--- config.mk ---
export PLATFORM = sky130hd
export DESIGN_NAME = mem_burst_master
export DESIGN_NICKNAME = d
export VERILOG_FILES = /design/src/rtl/mem_pkg.sv /design/src/rtl/mem_burst_wbuf.sv /design/src/rtl/mem_burst_master.sv
export SDC_FILE = /design/constraint.sdc
export NUM_CORES = 1
export LEC_CHECK = 0
export BUFFER_PORTS_ARGS = -buffer_cell sky130_fd_sc_hd__buf_2
export CAP_MARGIN = 0
export CORE_MARGIN = 5
export CORE_UTILIZATION = 51
export CTS_CLUSTER_DIAMETER = 120
export CTS_CLUSTER_SIZE = 8
export DETAILED_ROUTE_END_ITERATION = 10
export PLACE_DENSITY = 0.7
export SYNTH_ARGS = -nofsm -noshare
export SYNTH_HDL_FRONTEND = slang
export SYNTH_SLANG_ARGS = --single-unit
--- constraint.sdc ---
create_clock -name clock_i -period 3.8 [get_ports clock_i]
set_input_delay 0.76 -clock clock_i [delete_from_list [all_inputs] [get_ports clock_i]]
set_output_delay 0.76 -clock clock_i [all_outputs]
set_load 0.1 [all_outputs]
--- src/rtl/mem_pkg.sv ---
// Shared types and helpers for the memory-port burst master.
package mem_pkg;

    localparam int unsigned DATA_W        = 32;
    localparam int unsigned ADDR_W        = 32;
    localparam int unsigned CNT_W         = 5;
    localparam logic [31:0] START_ADDRESS = 32'h8002_0000;

    typedef enum logic [1:0] {
        ACC_1  = 2'b00,
        ACC_4  = 2'b01,
        ACC_8  = 2'b10,
        ACC_16 = 2'b11
    } acc_size_e;

    typedef enum logic [2:0] {
        ST_IDLE,
        ST_FILL,
        ST_WRITE,
        ST_RD_WAIT,
        ST_READ
    } state_e;

    typedef struct packed {
        logic [ADDR_W-1:0] addr;
        acc_size_e         size;
    } req_t;

    function automatic logic [CNT_W-1:0] burst_len(input acc_size_e size);
        case (size)
            ACC_1:  burst_len = CNT_W'(1);
            ACC_4:  burst_len = CNT_W'(4);
            ACC_8:  burst_len = CNT_W'(8);
            ACC_16: burst_len = CNT_W'(16);
        endcase
    endfunction

endpackage

--- src/rtl/mem_burst_wbuf.sv ---
// Write-data staging buffer: synchronous write, combinational read so the
// selected word lines up with the write-enable cycle.
module mem_burst_wbuf
    import mem_pkg::*;
#(
    parameter int unsigned DEPTH = 16,
    parameter int unsigned IDX_W = $clog2(DEPTH)
) (
    input  logic              clock_i,
    input  logic              we_i,
    input  logic [IDX_W-1:0]  waddr_i,
    input  logic [DATA_W-1:0] wdata_i,
    input  logic [IDX_W-1:0]  raddr_i,
    output logic [DATA_W-1:0] rdata_o
);

    logic [DATA_W-1:0] mem_q [DEPTH];

    always_ff @(posedge clock_i) begin
        if (we_i) begin
            mem_q[waddr_i] <= wdata_i;
        end
    end

    assign rdata_o = mem_q[raddr_i];

endmodule

--- src/rtl/mem_burst_master.sv ---
// Burst initiator for the main memory port: buffers write bursts, then
// streams them out; issues read bursts and returns a registered stream.
module mem_burst_master
    import mem_pkg::*;
#(
    parameter int unsigned RD_LATENCY = 2,
    parameter int unsigned MAX_BURST  = 16
) (
    input  logic        clock_i,
    input  logic        reset_i,
    input  logic        req_valid_i,
    output logic        req_ready_o,
    input  logic [31:0] req_addr_i,
    input  logic        req_write_i,
    input  logic [1:0]  req_size_i,
    input  logic [31:0] wr_data_i,
    input  logic        wr_valid_i,
    output logic        wr_ready_o,
    output logic [31:0] rd_data_o,
    output logic        rd_valid_o,
    output logic        done_o,
    output logic        err_o,
    output logic [31:0] mem_addr_o,
    output logic [31:0] mem_data_in_o,
    input  logic [31:0] mem_data_out_i,
    output logic [1:0]  mem_acc_size_o,
    output logic        mem_wren_o,
    input  logic        mem_busy_i,
    output logic        mem_enable_o
);

    localparam int unsigned IDX_W = $clog2(MAX_BURST);

    state_e             state_q, state_d;
    logic [CNT_W-1:0]   cnt_q, cnt_d;
    req_t               req_q, req_d;

    logic               arm_q, arm_d;
    logic               wr_ready_q, wr_ready_d;
    logic               rd_valid_q, rd_valid_d;
    logic [DATA_W-1:0]  rd_data_q, rd_data_d;
    logic               done_q, done_d;
    logic               err_q, err_d;
    logic [ADDR_W-1:0]  mem_addr_q, mem_addr_d;
    logic [DATA_W-1:0]  mem_data_in_q, mem_data_in_d;
    acc_size_e          mem_acc_size_q, mem_acc_size_d;
    logic               mem_wren_q, mem_wren_d;
    logic               mem_enable_q;

    logic               accept;
    logic               misaligned;
    logic               wr_fire;
    logic [CNT_W-1:0]   len;
    logic [DATA_W-1:0]  buf_rdata;

    // Busy bypasses the ready register so a request lands on the first idle-and-free cycle.
    assign req_ready_o = arm_q && !mem_busy_i;
    assign accept      = req_valid_i && req_ready_o;
    assign misaligned  = |req_addr_i[1:0];
    assign wr_fire     = wr_valid_i && wr_ready_q;
    assign len         = burst_len(req_q.size);

    mem_burst_wbuf #(
        .DEPTH (MAX_BURST)
    ) u_wbuf (
        .clock_i (clock_i),
        .we_i    (wr_fire),
        .waddr_i (cnt_q[IDX_W-1:0]),
        .wdata_i (wr_data_i),
        .raddr_i (cnt_q[IDX_W-1:0]),
        .rdata_o (buf_rdata)
    );

    // State register
    always_ff @(posedge clock_i) begin
        if (reset_i) begin
            state_q <= ST_IDLE;
            cnt_q   <= '0;
            req_q   <= '0;
        end else begin
            state_q <= state_d;
            cnt_q   <= cnt_d;
            req_q   <= req_d;
        end
    end

    // Next-state logic; cnt_q indexes fill words, write beats and read latency/beats
    always_comb begin
        state_d = state_q;
        cnt_d   = cnt_q;
        req_d   = req_q;
        case (state_q)
            ST_IDLE: begin
                if (accept) begin
                    req_d.addr = req_addr_i;
                    req_d.size = acc_size_e'(req_size_i);
                    cnt_d      = '0;
                    if (!misaligned) begin
                        state_d = req_write_i ? ST_FILL : ST_RD_WAIT;
                    end
                end
            end
            ST_FILL: begin
                if (wr_fire) begin
                    if (cnt_q == len - CNT_W'(1)) begin
                        state_d = ST_WRITE;
                        cnt_d   = '0;
                    end else begin
                        cnt_d = cnt_q + CNT_W'(1);
                    end
                end
            end
            ST_WRITE: begin
                if (cnt_q == len) begin
                    state_d = ST_IDLE;
                    cnt_d   = '0;
                end else begin
                    cnt_d = cnt_q + CNT_W'(1);
                end
            end
            ST_RD_WAIT: begin
                if (cnt_q == CNT_W'(RD_LATENCY)) begin
                    state_d = ST_READ;
                    cnt_d   = '0;
                end else begin
                    cnt_d = cnt_q + CNT_W'(1);
                end
            end
            ST_READ: begin
                if (cnt_q == len - CNT_W'(1)) begin
                    state_d = ST_IDLE;
                    cnt_d   = '0;
                end else begin
                    cnt_d = cnt_q + CNT_W'(1);
                end
            end
            default: begin
                state_d = ST_IDLE;
                cnt_d   = '0;
            end
        endcase
    end

    // Output logic (next values of the registered outputs)
    always_comb begin
        arm_d          = (state_q == ST_IDLE) && (state_d == ST_IDLE) && !accept;
        wr_ready_d     = (state_d == ST_FILL);
        rd_valid_d     = 1'b0;
        rd_data_d      = rd_data_q;
        done_d         = 1'b0;
        err_d          = (state_q == ST_IDLE) && accept && misaligned;
        mem_addr_d     = mem_addr_q;
        mem_data_in_d  = mem_data_in_q;
        mem_acc_size_d = mem_acc_size_q;
        mem_wren_d     = 1'b0;
        case (state_q)
            ST_WRITE: begin
                if (cnt_q < len) begin
                    mem_wren_d     = 1'b1;
                    mem_addr_d     = req_q.addr;
                    mem_acc_size_d = req_q.size;
                    mem_data_in_d  = buf_rdata;
                end else begin
                    done_d = 1'b1;
                end
            end
            ST_RD_WAIT: begin
                if (cnt_q == '0) begin
                    mem_addr_d     = req_q.addr;
                    mem_acc_size_d = req_q.size;
                end
            end
            ST_READ: begin
                rd_valid_d = 1'b1;
                rd_data_d  = mem_data_out_i;
                done_d     = (cnt_q == len - CNT_W'(1));
            end
            default: ;
        endcase
    end

    // Output registers
    always_ff @(posedge clock_i) begin
        if (reset_i) begin
            arm_q          <= 1'b0;
            wr_ready_q     <= 1'b0;
            rd_valid_q     <= 1'b0;
            rd_data_q      <= '0;
            done_q         <= 1'b0;
            err_q          <= 1'b0;
            mem_addr_q     <= '0;
            mem_data_in_q  <= '0;
            mem_acc_size_q <= ACC_1;
            mem_wren_q     <= 1'b0;
            mem_enable_q   <= 1'b0;
        end else begin
            arm_q          <= arm_d;
            wr_ready_q     <= wr_ready_d;
            rd_valid_q     <= rd_valid_d;
            rd_data_q      <= rd_data_d;
            done_q         <= done_d;
            err_q          <= err_d;
            mem_addr_q     <= mem_addr_d;
            mem_data_in_q  <= mem_data_in_d;
            mem_acc_size_q <= mem_acc_size_d;
            mem_wren_q     <= mem_wren_d;
            mem_enable_q   <= 1'b1;
        end
    end

    assign wr_ready_o     = wr_ready_q;
    assign rd_valid_o     = rd_valid_q;
    assign rd_data_o      = rd_data_q;
    assign done_o         = done_q;
    assign err_o          = err_q;
    assign mem_addr_o     = mem_addr_q;
    assign mem_data_in_o  = mem_data_in_q;
    assign mem_acc_size_o = mem_acc_size_q;
    assign mem_wren_o     = mem_wren_q;
    assign mem_enable_o   = mem_enable_q;

endmodule

==> impl_metrics.csv <==
group,metric,value,unit
logic_synthesis,synthArstFlopShare,0,%
setup_path,path_delay_family,"simple AND/OR/NAND/NOR gates",
logic_synthesis,yosysSeqAreaShare,73.3,%
setup_path,worst-path-buf-inv,1,
global_routing,grt_pass1_vias,13900,
clock_tree,postCtsSetupBuffers,0,
sta,tns,0,ps
setup_path,cpPeakStageDelay,890,ps
power_and_ir_drop,p_per_area,528,nW/µm²
clock_tree,cts.repair.resized,0,
logic_synthesis,synth.distinct_cells,53,
placement,dpl_cell_area,26700,µm²
sta,skew,36.2,ps
setup_path,worstPathRequired,4340,ps
power_and_ir_drop,clockPowerShare,47.8,%
logic_synthesis,synthCells,1428,
logic_synthesis,synthesis.nets,1540,
logic_synthesis,ys_ff_latch,659,
sta,slew_violations,0,
logic_synthesis,yosysTopAreaCell,"edfxtp_1",
route,drt-wirelength-per-cell,22.5,µm
clock_tree,cts_sinks,659,
power_and_ir_drop,internal-power,12.4,mW
logic_synthesis,yosys_warnings,0,
route,post-route-drc-count,0,
logic_synthesis,synth.cell_area,25000,µm²
route,drt_iter0_markers,1113,
power_and_ir_drop,p_sw,3.12,mW
sta,hold_violations,0,
global_routing,use_met3,4.51,%
clock_tree,cts_tree,"built",
layout,nets,1780,
clock_tree,clockBufferDepth,3,
global_routing,grt_util_all_layers,20.1,%
clock_tree,root_buffer,"clkbuf_16",
sta,tightest_slew,1210,ps
global_routing,grt_remaining_overflow,0,
floorplan,die_area,53500,µm²
clock_tree,cts_made_buffers,92,
layout,drive_gt1_share,28.7,%
setup_path,path_class,"flop to flop",
floorplan,core-area,48700,µm²
clock_tree,htreeDepth,3,
sta,finalSetupViolCount,0,
run_status,outcome,"finished clean",
setup_path,worst-endpoint-arrival,3540,ps
setup_path,slowest_stage,"nor4_4",
setup_path,path_cells,"nand2b_1, ha_1, o21ai_0, o21ai_2, nor4_4, buf_4, a22o_1",
placement,io_buffers,208,
logic_synthesis,ys.flop_type,"edfxtp_1",
global_routing,met1_usage,28.4,%
layout,stdcell_area,29400,µm²
global_routing,antenna_found_initial,2,
sta,finalCriticalPeriod,3000,ps
route,first_pass_iters,5,
sta,maxSlewHeadroom,19.0,%
setup_path,crit_path_end_kind,"flop",
logic_synthesis,synth_top_area_share,61.5,%
sta,rsz0062_at_grt,"false",
global_routing,grt_pass1_wl,83.0,mm
logic_synthesis,synth_edf_count,512,
route,via_per_inst,5.70,
global_routing,grt_max_degree,100,
worst_hold_path,hold_path.class,"input pin to flop",
setup_path,start_kind,"flop",
power_and_ir_drop,ir_worst_vdd,0.000572,V
floorplan,initial_core_util,51.3,%
global_routing,met2_usage,32.2,%
power_and_ir_drop,p_leak,9.52,nW
power_and_ir_drop,total_power,15.5,mW
logic_synthesis,syn_area_per_cell,17.5,µm²
clock_tree,insertion_delay,620,ps
job,drv_cap,0,
power_and_ir_drop,pwr-share-comb,1.8,%
route,drt-total-wl,54.2,mm
logic_synthesis,synth.area.top_cells,"edfxtp_1 (62%), dfxtp_1 (12%), mux4_2 (12%)",
floorplan,io_pins,209,
sta,period_share,78.9,%
floorplan,die_w,231,µm
clock_tree,cts.clk_slew.worst_paths,50,ps
power_and_ir_drop,switching_share,20.1,%
power_and_ir_drop,power_frac_seq,50.3,%
sta,holdWs,383,ps
clock_tree,hold_buffers,0,
route,ant_nets,0,
floorplan,die_h,231,µm
route,vias,13700,
sta,fmaxAchievable,333,MHz
floorplan,rows,81,
placement,dp_hpwl,30.4,mm
setup_path,rrSetupSlack,800,ps
placement,gp_congestion,0.774,
layout,syn2layout_area_growth,17.5,%
setup_path,path_max_fanout,20,
global_routing,busiest_layer,"met2",
flip-flops by register name, indices dropped and copies added (netlist names), 2 cells and up:
register	flops
u_wbuf.mem_q	512
req_q	34
mem_addr_o	32
mem_data_in_o	32
rd_data_o	32
cnt_q	5
state_q	3
mem_acc_size_o	2
final timing paths:
| path | from | to | cells after the start |
|---|---|---|---|
| max | req_q[1]$_SDFFE_PP0P_ | mem_data_in_o[14]$_SDFFE_PP0P_ | 7 |
| min | mem_data_out_i[4] | rd_data_o[4]$_SDFFE_PP0P_ | 3 |
| max reg2reg | req_q[1]$_SDFFE_PP0P_ | mem_data_in_o[14]$_SDFFE_PP0P_ | 7 |
| min reg2reg | rd_data_o[1]$_SDFFE_PP0P_ | rd_data_o[1]$_SDFFE_PP0P_ | 2 |
stage by stage:
stage	std cells	setup WS (ps)	utilization [%]
after floorplan	1428	617	-
after global placement	2238	900	54.8
after detailed placement	2238	812	54.8
after CTS	2400	780	60.2
after global routing	2400	578	60.2
final	2402	801	60.2
synthesized netlist by cell type (3+ instances only):
cell      number
buf_2         28
and2_1         4
nor2b_1        3
mux4_2       128
nand2_1      217
o21ai_1       14
buf_6         15
nand2b_1       6
a22o_1        35
nor2_1        23
a21oi_1       72
nor3_1         3
mux2i_1       67
inv_1          4
nand3_1        3
buf_8          3
dfxtp_1      147
o21ai_0       21
a22oi_1       32
edfxtp_1     512
clkbuf_1      42
nand4_1        3
ha_1           8
nand3b_1       3
logic make-up (layout without fill, tap and decap cells):
family,after synthesis,in the layout,synth area share (%)
flip-flops,659,659,73.3
other,0,2,0
XOR/XNOR,1,1,0.0351
buffers and inverters,96,404,2.20
AND/OR/NAND/NOR,280,280,4.85
multiplexers,195,195,14.2
AO/OA/AOI/OAI,189,189,4.98
adder cells (fa/ha/maj),8,8,0.401
worst reg2reg max path: cells and delay by family, from the launching register on:
family	cells	cell delay, ps
compound gates	3	660
fa+ha+maj	1	300
buf+inv	1	470
flops	1	480
simple gates	2	1000
cell type report:
class	count	area, µm²
timing repair buffer	237	1280
inverter	5	18.8
clock inverter	7	104
sequential	659	18300
tap	664	831
clock buffer	155	2540
multi-input combinational	673	6250
antenna	2	5.00
fill	3517	19400
power by group through the flow:
stage	logic, mW	clock network, mW	registers, mW
floorplan	0.105	0	7.96
finish	0.286	7.41	7.80
global placement	0.278	0	7.93
CTS	0.288	7.58	7.80
detailed placement	0.287	0	7.94
global route	0.313	7.93	7.79
layout by cell type (no fill, tap or decap), drive strengths merged, types with 2 or more instances in the layout:
| cell | synthesis | routed |
|---|---|---|
| diode | 0 | 2 |
| a22oi | 32 | 32 |
| a22o | 35 | 35 |
| o21ai | 36 | 36 |
| buf | 49 | 237 |
| edfxtp | 512 | 512 |
| mux2i | 67 | 67 |
| inv | 5 | 10 |
| o211ai | 2 | 2 |
| nor4b | 2 | 2 |
| nand4 | 3 | 3 |
| and4 | 2 | 2 |
| ha | 8 | 8 |
| nor2b | 3 | 3 |
| nor3 | 3 | 3 |
| dfxtp | 147 | 147 |
| or3 | 2 | 2 |
| mux4 | 128 | 128 |
| a211oi | 2 | 2 |
| nand3b | 3 | 3 |
| a21oi | 73 | 73 |
| nand3 | 3 | 3 |
| or2 | 2 | 2 |
| nor4 | 4 | 4 |
| nand2b | 7 | 7 |
| nor2 | 24 | 24 |
| clkbuf | 42 | 155 |
| nand2 | 217 | 217 |
| and2 | 4 | 4 |
per-layer routing:
layer  up-vias  share of wire, %
li1       6074                 -
met1      6981                42
met5         -                 0
met2       534                48
met4         0               2.2
met3        91               7.4
No activity file was read; power rests on OpenSTA's default activity.
